<file path="src/rtl/mem_bus_arbiter.sv">
// ---------------------------------------------------------------------------
// mem_bus_arbiter
//
// Shares one peripheral/memory bus between two requesters (port 0 = CPU data
// access, port 1 = DMA/debug loader). A granted request is copied into holding
// registers, presented on the bus for WAIT_STATES+1 ACCESS cycles, and then
// acknowledged with a one-cycle done pulse on the owning port. Read data is
// captured on the last ACCESS edge and retained until that port's next read.
//
// Build option:
//   ARB_PORT0_PRIORITY_EN  defined   -> port 0 always wins simultaneous requests
//                          undefined -> round-robin (last_grant starts at 1)
//
// Ports:
//   clock, reset          rising-edge clock, synchronous active-high reset
//   rN_req/write/address/wdata   request side of port N (held until rN_done)
//   rN_rdata, rN_done     read data (valid with done) and completion pulse
//   mem_address/wdata     bus address and write data (from holding registers)
//   mem_read/mem_write    bus strobes, high for every ACCESS cycle
//   mem_rdata             bus read data
//   grant                 index of the port owning the bus (held in IDLE)
//   busy                  high while in ACCESS or DONE
// All outputs are registered.
// ---------------------------------------------------------------------------
module mem_bus_arbiter #(
  parameter int ADDR_WIDTH  = 32,
  parameter int DATA_WIDTH  = 64,
  parameter int WAIT_STATES = 2
) (
  input  logic                  clock,
  input  logic                  reset,
  input  logic                  r0_req,
  input  logic                  r0_write,
  input  logic [ADDR_WIDTH-1:0] r0_address,
  input  logic [DATA_WIDTH-1:0] r0_wdata,
  output logic [DATA_WIDTH-1:0] r0_rdata,
  output logic                  r0_done,
  input  logic                  r1_req,
  input  logic                  r1_write,
  input  logic [ADDR_WIDTH-1:0] r1_address,
  input  logic [DATA_WIDTH-1:0] r1_wdata,
  output logic [DATA_WIDTH-1:0] r1_rdata,
  output logic                  r1_done,
  output logic [ADDR_WIDTH-1:0] mem_address,
  output logic [DATA_WIDTH-1:0] mem_wdata,
  output logic                  mem_read,
  output logic                  mem_write,
  input  logic [DATA_WIDTH-1:0] mem_rdata,
  output logic                  grant,
  output logic                  busy
);

  typedef enum logic [1:0] {
    ST_IDLE   = 2'd0,
    ST_ACCESS = 2'd1,
    ST_DONE   = 2'd2
  } state_t;

  // Counter value on the final ACCESS cycle.
  localparam logic [3:0] LAST_COUNT = 4'(WAIT_STATES);

  state_t                state_r;
  state_t                state_nxt_s;
  logic [3:0]            count_r;
  logic                  any_req_s;
  logic                  start_s;
  logic                  access_last_s;
  logic                  winner_s;

  logic                  grant_r;
  logic                  write_hold_r;
  logic [ADDR_WIDTH-1:0] addr_hold_r;
  logic [DATA_WIDTH-1:0] wdata_hold_r;

  logic                  write_sel_s;
  logic                  grant_nxt_s;
  logic                  mem_read_nxt_s;
  logic                  mem_write_nxt_s;
  logic                  r0_done_nxt_s;
  logic                  r1_done_nxt_s;
  logic                  busy_nxt_s;

  logic                  mem_read_r;
  logic                  mem_write_r;
  logic                  r0_done_r;
  logic                  r1_done_r;
  logic                  busy_r;
  logic [DATA_WIDTH-1:0] r0_rdata_r;
  logic [DATA_WIDTH-1:0] r1_rdata_r;

  assign any_req_s     = r0_req | r1_req;
  assign start_s       = (state_r == ST_IDLE) & any_req_s;
  assign access_last_s = (state_r == ST_ACCESS) & (count_r == LAST_COUNT);

`ifdef ARB_PORT0_PRIORITY_EN
  // Fixed priority: port 0 wins whenever it requests; port 1 may starve.
  always_comb begin
    winner_s = 1'b0;
    if (r0_req) begin
      winner_s = 1'b0;
    end else if (r1_req) begin
      winner_s = 1'b1;
    end else begin
      winner_s = 1'b0;
    end
  end
`else
  logic last_grant_r;

  // Round-robin: on contention the port that did not win last time goes next.
  always_comb begin
    winner_s = 1'b0;
    if (r0_req && r1_req) begin
      winner_s = ~last_grant_r;
    end else if (r1_req) begin
      winner_s = 1'b1;
    end else begin
      winner_s = 1'b0;
    end
  end

  // Remember the most recent winner; reset value makes port 0 win the first tie.
  always_ff @(posedge clock) begin
    if (reset) begin
      last_grant_r <= 1'b1;
    end else if (start_s) begin
      last_grant_r <= winner_s;
    end
  end
`endif

  // State register and ACCESS cycle counter.
  always_ff @(posedge clock) begin
    if (reset) begin
      state_r <= ST_IDLE;
      count_r <= 4'd0;
    end else begin
      state_r <= state_nxt_s;
      if ((state_r == ST_ACCESS) && !access_last_s) begin
        count_r <= count_r + 4'd1;
      end else begin
        count_r <= 4'd0;
      end
    end
  end

  // Next-state decode.
  always_comb begin
    state_nxt_s = state_r;
    case (state_r)
      ST_IDLE: begin
        if (any_req_s) begin
          state_nxt_s = ST_ACCESS;
        end else begin
          state_nxt_s = ST_IDLE;
        end
      end
      ST_ACCESS: begin
        if (access_last_s) begin
          state_nxt_s = ST_DONE;
        end else begin
          state_nxt_s = ST_ACCESS;
        end
      end
      ST_DONE: state_nxt_s = ST_IDLE;
      default: state_nxt_s = ST_IDLE;
    endcase
  end

  // Next values of the registered outputs, derived from the state being entered.
  always_comb begin
    write_sel_s     = write_hold_r;
    grant_nxt_s     = grant_r;
    mem_read_nxt_s  = 1'b0;
    mem_write_nxt_s = 1'b0;
    r0_done_nxt_s   = 1'b0;
    r1_done_nxt_s   = 1'b0;
    busy_nxt_s      = 1'b0;
    // The strobe type for the first ACCESS cycle comes from the winner's input,
    // later cycles from the holding register.
    if (start_s) begin
      write_sel_s = winner_s ? r1_write : r0_write;
      grant_nxt_s = winner_s;
    end else begin
      write_sel_s = write_hold_r;
      grant_nxt_s = grant_r;
    end
    mem_read_nxt_s  = (state_nxt_s == ST_ACCESS) & ~write_sel_s;
    mem_write_nxt_s = (state_nxt_s == ST_ACCESS) & write_sel_s;
    r0_done_nxt_s   = (state_nxt_s == ST_DONE) & ~grant_r;
    r1_done_nxt_s   = (state_nxt_s == ST_DONE) & grant_r;
    busy_nxt_s      = (state_nxt_s != ST_IDLE);
  end

  // Holding registers and grant: captured once at grant time so later input
  // changes never reach the bus.
  always_ff @(posedge clock) begin
    if (reset) begin
      grant_r      <= 1'b0;
      write_hold_r <= 1'b0;
      addr_hold_r  <= '0;
      wdata_hold_r <= '0;
    end else if (start_s) begin
      grant_r      <= grant_nxt_s;
      write_hold_r <= write_sel_s;
      addr_hold_r  <= winner_s ? r1_address : r0_address;
      wdata_hold_r <= winner_s ? r1_wdata : r0_wdata;
    end
  end

  // Output registers, including read-data capture on the last ACCESS edge.
  always_ff @(posedge clock) begin
    if (reset) begin
      mem_read_r  <= 1'b0;
      mem_write_r <= 1'b0;
      r0_done_r   <= 1'b0;
      r1_done_r   <= 1'b0;
      busy_r      <= 1'b0;
      r0_rdata_r  <= '0;
      r1_rdata_r  <= '0;
    end else begin
      mem_read_r  <= mem_read_nxt_s;
      mem_write_r <= mem_write_nxt_s;
      r0_done_r   <= r0_done_nxt_s;
      r1_done_r   <= r1_done_nxt_s;
      busy_r      <= busy_nxt_s;
      if (access_last_s && !write_hold_r) begin
        if (grant_r) begin
          r1_rdata_r <= mem_rdata;
        end else begin
          r0_rdata_r <= mem_rdata;
        end
      end
    end
  end

  assign mem_address = addr_hold_r;
  assign mem_wdata   = wdata_hold_r;
  assign mem_read    = mem_read_r;
  assign mem_write   = mem_write_r;
  assign r0_done     = r0_done_r;
  assign r1_done     = r1_done_r;
  assign r0_rdata    = r0_rdata_r;
  assign r1_rdata    = r1_rdata_r;
  assign grant       = grant_r;
  assign busy        = busy_r;

endmodule

</file>
<file path="config.mk">
export PLATFORM = sky130hd
export DESIGN_NAME = mem_bus_arbiter
export DESIGN_NICKNAME = d
export VERILOG_FILES = /design/src/rtl/mem_bus_arbiter.sv
export SDC_FILE = /design/constraint.sdc
export NUM_CORES = 1
export LEC_CHECK = 0
export ABC_AREA = 1
export CAP_MARGIN = 5
export CORE_AREA = 2 2 190 192
export DETAILED_ROUTE_END_ITERATION = 8
export DIE_AREA = 0 0 192 194
export GPL_ROUTABILITY_DRIVEN = 0
export REMOVE_ABC_BUFFERS = 1
export SYNTH_ARGS = -nofsm -noshare
export SYNTH_HDL_FRONTEND = slang
export SYNTH_SLANG_ARGS = --single-unit
export TNS_END_PERCENT = 20
</file>
<file path="constraint.sdc">
create_clock -name clock -period 3.4 [get_ports clock]
set_clock_uncertainty 0.15 [all_clocks]
set_input_delay 0.68 -clock clock [delete_from_list [all_inputs] [get_ports clock]]
set_output_delay 0.68 -clock clock [all_outputs]
set_load 0.01 [all_outputs]
</file>
======== Word-level counts from Yosys, hierarchy flattened ========
Index checks and enable logic that the tools add are counted.
word-level totals
  word-level logic and storage cells ...... 49
  flip-flop bits (word level) ............. 238
operators by class
  muxes and demuxes ....................... 9
  eq/ne operators ......................... 4
  bitwise logic cells ..................... 11
  add/subtract/negate cells ............... 1
  reductions and logical operators ........ 10
operators with widths
  cell                                           count
  two-way mux 64 bit                             1
  two-way mux 32 bit                             1
  bitwise AND 1 bit                              6
  two-way mux 1 bit                              5
  adder 4 x 1 -> 4 bit, second input constant    1
  == test 2 x 1 -> 1 bit, second input constant  2
  == test 4 x 2 -> 1 bit, second input constant  1
  inverter 1 bit                                 4
  case mux 2 bit (2 select lines)                1
  AND reduction 2 bit                            2
  logical AND 1 bit                              3
  == test 2 bit, second input constant           1
  logical NOT 1 bit                              2
  logical NOT 2 bit                              1
  two-way mux 2 bit                              1
  nonzero test 2 bit                             1
  OR reduction 2 bit                             1
  OR 1 bit                                       1

======== Depth between registers and ports, before layout ========
Gate-level depths: netlist of run 1.
  depth in word-level cells ............... 6
  depth in mapped cells ................... 9
  mapped depth without buffers ............ 8

======== Least setup slack after synthesis of run 1 ========
OpenSTA, ideal clock, no wires.
  kind .................................... input to register
  start point ............................. in r0_req
  end point ............................... reg wdata_hold_r[38], in the netlist mem_wdata[38]
  stages .................................. 9
  data required time ...................... 3.133 ns
  path buffers ............................ 2
  data arrival time ....................... 1.455 ns
  slack ................................... 1.678 ns
  cells stage by stage .................... nand2_1 > nand2_2 > inv_2 > buf_4 > buf_4 > nand2_1 > nand2_1 > a21oi_1 > nor2_1
on the way
  word-level cells in the longest chain between the ends .. 3
  elaborated cells on any way between the ends .. 5
  those cells by class .................... 2 x mux; 2 x bitwise; 1 x reduce/logical
RTL lines
  element               RTL line  RTL
  start, declared       32        input logic r0_req,
  logical AND 1 bit     113       if (r0_req && r1_req) begin
  two-way mux 1 bit     113
  two-way mux 64 bit    207       wdata_hold_r <= winner_s ? r1_wdata : r0_wdata;
  end signal, assigned  207
  end, declared         73        logic [DATA_WIDTH-1:0] wdata_hold_r;
Several ways; a longest one is shown, not always the timed one.
A chain may end at the register's enable or synchronous reset.

======== Final worst setup path of run 1 ========
  start point ............................. reg grant_r, in the netlist grant
  end point ............................... out grant
RTL lines
  element                 RTL line  RTL
  start, declared         70        logic grant_r;
  start signal, assigned  204       grant_r <= grant_nxt_s;
  end, declared           49        output logic grant,
No word-level cell between the ends.

==> results of run 1 <==
==> synth_stat cells <==
library cell	count
a21oi_1	100
buf_1	12
buf_2	25
buf_4	10
buf_6	32
clkbuf_1	42
dfxtp_1	238
ha_1	2
inv_1	75
inv_2	2
nand2_1	334
nand2_2	1
nand3_1	3
nand4_1	128
nand4_4	1
nor2_1	362
nor2_2	1
nor2_4	3
nor2_8	2
o21ai_0	96
xnor2_1	2
==> worst max path at each step <==
stage,from,endpoint,depth (start not counted)
after floorplan,reset,mem_write,5
after global placement,r0_req,mem_wdata[59],9
after detailed placement,r0_req,mem_wdata[26],9
after CTS,grant,grant,1
after global routing,grant,grant,1
final,grant,grant,1
==> kinds of logic after synthesis <==
group | share of synthesized area
buf+inv | 0.101
fa+ha+maj | 0.00241
flops | 0.459
simple gates | 0.341
compound gates | 0.0945
xor+xnor | 0.00169
==> through the flow <==
step | setup WS [ns] | power, uW
after global placement | 0.589 | 4770
after global routing | 0.834 | 8110
final | 0.904 | 7760
after floorplan | -1.19 | 3840
after detailed placement | 0.564 | 4770
after CTS | 0.854 | 7850
==> per-layer routing <==
layer	share of wire	vias up	wire (um)	global-route usage
li1	-	5576	-	-
met2	0.47	439	19300	0.345
met3	0.11	51	4510	0.0820
met5	0	-	0	0
met1	0.39	5081	16000	0.238
met4	0.026	0	1070	0.0642
==> final cells by class <==
cell class,instances,area [sq um]
Inverter,77,297
Sequential cell,238,4770
Clock buffer,42,865
Antenna cell,9,22.5
Clock inverter,9,70.1
Fill cell,3560,18900
Timing Repair Buffer,516,5190
Multi-Input combinational cell,1035,4570
Tap cell,461,577
==> registers in the layout, indices dropped and copies added, names as in the netlist, 2 cells and up <==
register and count:
r1_rdata 64, r0_rdata 64, mem_address 32, state_r 2, count_r 4, mem_wdata 64
==> power by group <==
group | internal, uW | switching [uW]
sequential | 2980 | 102
combinational | 803 | 835
clock | 1820 | 1220
total | 5600 | 2160
==> results.txt, run 1 <==
Reg-to-reg critical path endpoint: r1_rdata[57]
Initial cell density of the core: 0.295
Leak Pwr: 0.00663 uW
P per Cell Area: 475 nW/um^2
HPWL after DPL: 28600 um
CTS buffer count: 28
CTS tree: yes
Die Y: 194 um
Commonest non-fill, non-tap cell in the layout: clkdlybuf4s50_1
CP Data Required Time: 2.57 ns
PortBufs: 491
Largest net degree at the start of global routing: 147
Avg Cell Area, Syn: 7.05 sq um
Final max-slew violation count: 0
Worst R2R Start: count_r[0]
Max VDD drop: 0.000365 V
Cell area after layout: 16400 sq um
Commonest cells after routing, fill and taps aside: clkdlybuf4s50_1 (491), nor2_1 (362), nand2_1 (334), dfxtp_1 (237), nand4_1 (128)
Share of layout cells above drive strength 1: 0.0449
Clock Tree Buf Depth: 3
Row cnt: 69
Final Hold Viols: 0
Area grow syn2layout: 57.6%
Yosys reg bits: 238
Seq/Total Area, Yosys: 0.459
Crit path DAT: 1.67 ns
Final non-filler cell total: 2387
Grt total ovfl: 0
Clk Latency, worst-skew pair: 0.53 ns
First drt pass iteration count: 5
Hold depth: 1
CP peak stage delay: 0.64 ns
H-tree Lvls: 1
Final Core Density: 0.464
CP bufs+invs: 1
CTS Hold Bufs: 0
Final wirelength: 40800 um
Synth Instances: 1471
CP max-delay cell: clkdlybuf4s50_1
Unrepaired setup endpoints after global routing: no
Slew HR: 0.447
Initial antenna violation count: 9
Post-cts sizing count: 0
Status: finished clean
YS warnings: 0
Distinct cell type count after synthesis: 21
CP top delay family: buffers and inverters
Final Cycle Share: 0.734
Worst-path clk slew: 0.06 ns
GRT Total Usage: 0.205
HP Start: count_r[0]
Critical Path Source Type: register
Reg-to-reg setup timing slack: 1.17 ns
Vias in the first global route: 10700
Hold slack: 0.320 ns
Clock root buffer master: clkbuf_16
Via count: 11100
Tightest Hold Check Type: reg -> reg
Final Net Count: 2160
Worst path cell trace: clkdlybuf4s50_1
Top cell type's share of synthesized area: 0.459
Crit. End Element: primary output
Worst-path fanout max: 12
Placed instance area: 15400 sq um
Crit Path Class: reg -> out
Drt via density: 4.67
I/O pin count: 492
Mapped Area: 10400 sq um
DR DRC count: 0
Die width: 192 um
Max_cap viols: 0
Die area: 37200 sq um
Dominant cell type by area after synthesis: dfxtp_1
Final-report setup violation count: 0
Crit path time final: 2.50 ns
Hold path endpoint: count_r[0]
DR iter-0 viols: 503
Area contributors post-synth: dfxtp_1 (46%), nor2_1 (13%), nand2_1 (12%)
Post-route ant nets: 0
WL/cell: 17.1 um
TritonCTS Sinks: 238
R2r worst-path depth: 9
Setup TNS: 0 ns
Slew @ Worst Pin: 0.829 ns
Core Area: 35200 sq um
Cells after DPL: 2327
Post-CTS Setup Inserts: 0
First-pass GRT wire length: 60600 um
Peak Freq: 401 MHz
No activity file was read; power rests on OpenSTA's default activity.
==> run 2, diff against run 1 <==
CORE_AREA = 2 2 193 195   (was 2 2 190 192)
DIE_AREA = 0 0 195 197   (was 0 0 192 194)
clock period = 2.4 ns   (was 3.4 ns; I/O delays follow)
==> run 2 against run 1 <==
  * Cell count grew 0.21%
  * Non-clock buffer count up 6
  * Hold slack got worse by 0.012 ns
  * Power is 43% higher
  * Cell area up 0.98%
  * Count of clock-buffer cells in the layout is 1 higher
  * Wire length rose by 2.3%
  * Critical path type unchanged
  * Critical endpoint unchanged
  * Largest power group unchanged
==> results.txt, run 2 (same netlist as run 1, synthesis figures left out) <==
Status: finished clean (unchanged)
Setup TNS: 0 ns (unchanged)
Dpl ws: 0.177 ns (was 0.564 ns)
P per Cell Area: 672 nW/um^2 (was 475 nW/um^2)
Row cnt: 70 (was 69)
Worst path cell trace: clkdlybuf4s50_1 (unchanged)
Max VDD drop: 0.000475 V (was 0.000365 V)
Hold depth: 1 (unchanged)
Final Cycle Share: 0.950
CP top delay family: buffers and inverters (unchanged)
Critical Path Source Type: register (unchanged)
Worst setup margin: 0.120 ns (was 0.904 ns)
Post-CTS Setup Inserts: 0 (unchanged)
Post-route ant nets: 0 (unchanged)
Die Y: 197 um (was 194 um)
Worst-path clk slew: 0.06 ns (about the same)
R2r worst-path depth: 9 (unchanged)
Die width: 195 um (was 192 um)
I/O pin count: 492 (unchanged)
Clock root buffer master: clkbuf_16 (unchanged)
Tightest Hold Check Type: reg -> reg (unchanged)
Final max-slew violation count: 0 (unchanged)
Max_cap viols: 0 (unchanged)
Hold path endpoint: count_r[0] (unchanged)
Commonest non-fill, non-tap cell in the layout: clkdlybuf4s50_1 (unchanged)
CTS tree: yes (unchanged)
Reg-to-reg setup timing slack: 0.47 ns (was 1.17 ns)
Commonest cells after routing, fill and taps aside: clkdlybuf4s50_1 (491), nor2_1 (362), nand2_1 (334), dfxtp_1 (237), nand4_1 (128) (unchanged)
Cells after DPL: 2340 (was 2327)
Worst R2R Start: count_r[0] (unchanged)
Share of layout cells above drive strength 1: 0.0443 (was 0.0449)
First-pass GRT wire length: 63500 um (was 60600 um)
Clk Latency, worst-skew pair: 0.54 ns (was 0.53 ns)
Worst-path fanout max: 14 (was 12)
Unrepaired setup endpoints after global routing: no (unchanged)
CTS buffer count: 28 (unchanged)
Crit. End Element: primary output (unchanged)
Final non-filler cell total: 2392 (was 2387)
Crit path time final: 2.28 ns
CP peak stage delay: 0.63 ns (was 0.64 ns)
DR iter-0 viols: 615 (was 503)
CP max-delay cell: clkdlybuf4s50_1 (unchanged)
Initial antenna violation count: 6 (was 9)
Fillcell total: 3661 (was 3560)
Final-report setup violation count: 0 (unchanged)
CP bufs+invs: 1 (unchanged)
Crit path DAT: 1.65 ns (was 1.67 ns)
Drt via density: 4.70 (was 4.67)
HP Start: count_r[0] (unchanged)
CTS Hold Bufs: 0 (unchanged)
Area grow syn2layout: 59.2% (was 57.6%)
Final wirelength: 41800 um (was 40800 um)
Slew HR: 0.570 (was 0.447)
Final Core Density: 0.455 (was 0.464)
Final Net Count: 2166 (was 2160)
Leak Pwr: 0.00668 uW (was 0.00663 uW)
H-tree Lvls: 1 (unchanged)
Final Hold Viols: 0 (unchanged)
WL/cell: 17.5 um (was 17.1 um)
Vias in the first global route: 11000 (was 10700)
Via count: 11200 (was 11100)
PortBufs: 491 (unchanged)
Peak Freq: 439 MHz
Core Area: 36300 sq um (was 35200 sq um)
Clock Tree Buf Depth: 3 (unchanged)
TritonCTS Sinks: 238 (unchanged)
DR DRC count: 0 (unchanged)
Crit Path Class: reg -> out (unchanged)
CP Data Required Time: 1.77 ns (was 2.57 ns)
Die area: 38400 sq um (was 37200 sq um)
HPWL after DPL: 29600 um (was 28600 um)
Largest net degree at the start of global routing: 130 (was 147)
Grt total ovfl: 0 (unchanged)
GRT Total Usage: 0.208 (was 0.205)
Initial cell density of the core: 0.286 (was 0.295)
Reg-to-reg critical path endpoint: r1_rdata[12] (was r1_rdata[57])
Slew @ Worst Pin: 0.646 ns (was 0.829 ns)
First drt pass iteration count: 4 (was 5)
## run 2: changes by cell type in the layout (fill, tap and decap cells not counted), sizes merged
cell | before | now
clkinv | 10 | 3
buf | 25 | 31
diode | 9 | 4
inv | 75 | 77
bufinv | 1 | 2
clkbuf | 42 | 43
## run 2: final cells by class
class	count	area, sq um	area share
Timing Repair Buffer	522	5370	0.325
Sequential cell	238	4770	0.289
Multi-Input combinational cell	1035	4570	0.277
Clock buffer	43	838	0.0508
Tap cell	468	586	0.0355
Inverter	77	297	0.0180
Clock inverter	5	75.1	0.00455
Antenna cell	4	10.0	0.000606
## run 2: power by group
group	total [uW]	switching, uW	internal (uW)
clock network	4280	1690	2590
registers	4400	168	4230
logic	2420	1210	1210
## run 2: worst max path at each step
stage                 from             to  cells past startpoint
floorplan            reset      mem_write                      5
global placement    r1_req  mem_wdata[63]                      8
detailed placement  r1_req  mem_wdata[36]                      8
CTS                  grant          grant                      1
global route         grant          grant                      1
finish               grant          grant                      1
## run 2: routing by layer
layer | GRT usage | share of wire | vias up
met4 | 0.0650 | 0.027 | 4
met2 | 0.357 | 0.48 | 413
met1 | 0.241 | 0.40 | 5179
met5 | 0 | 0.00065 | -
met3 | 0.0768 | 0.10 | 65
li1 | - | - | 5585
## run 2: stage by stage
stage | hold slack, ns | power (uW) | cell area (sq um)
floorplan | 0.279 | 5450 | 9610
global placement | 0.297 | 6880 | 15600
detailed placement | 0.303 | 6890 | 15600
CTS | 0.316 | 11200 | 16500
global route | 0.346 | 11600 | 16500
finish | 0.308 | 11100 | 16500
## run 2: timing repair
action | 4_1_cts | 5_1_grt
endpoints found under the setup margin | 1 | 0
resized for setup | 1 | 0
endpoints found under the hold margin | 0 | 0
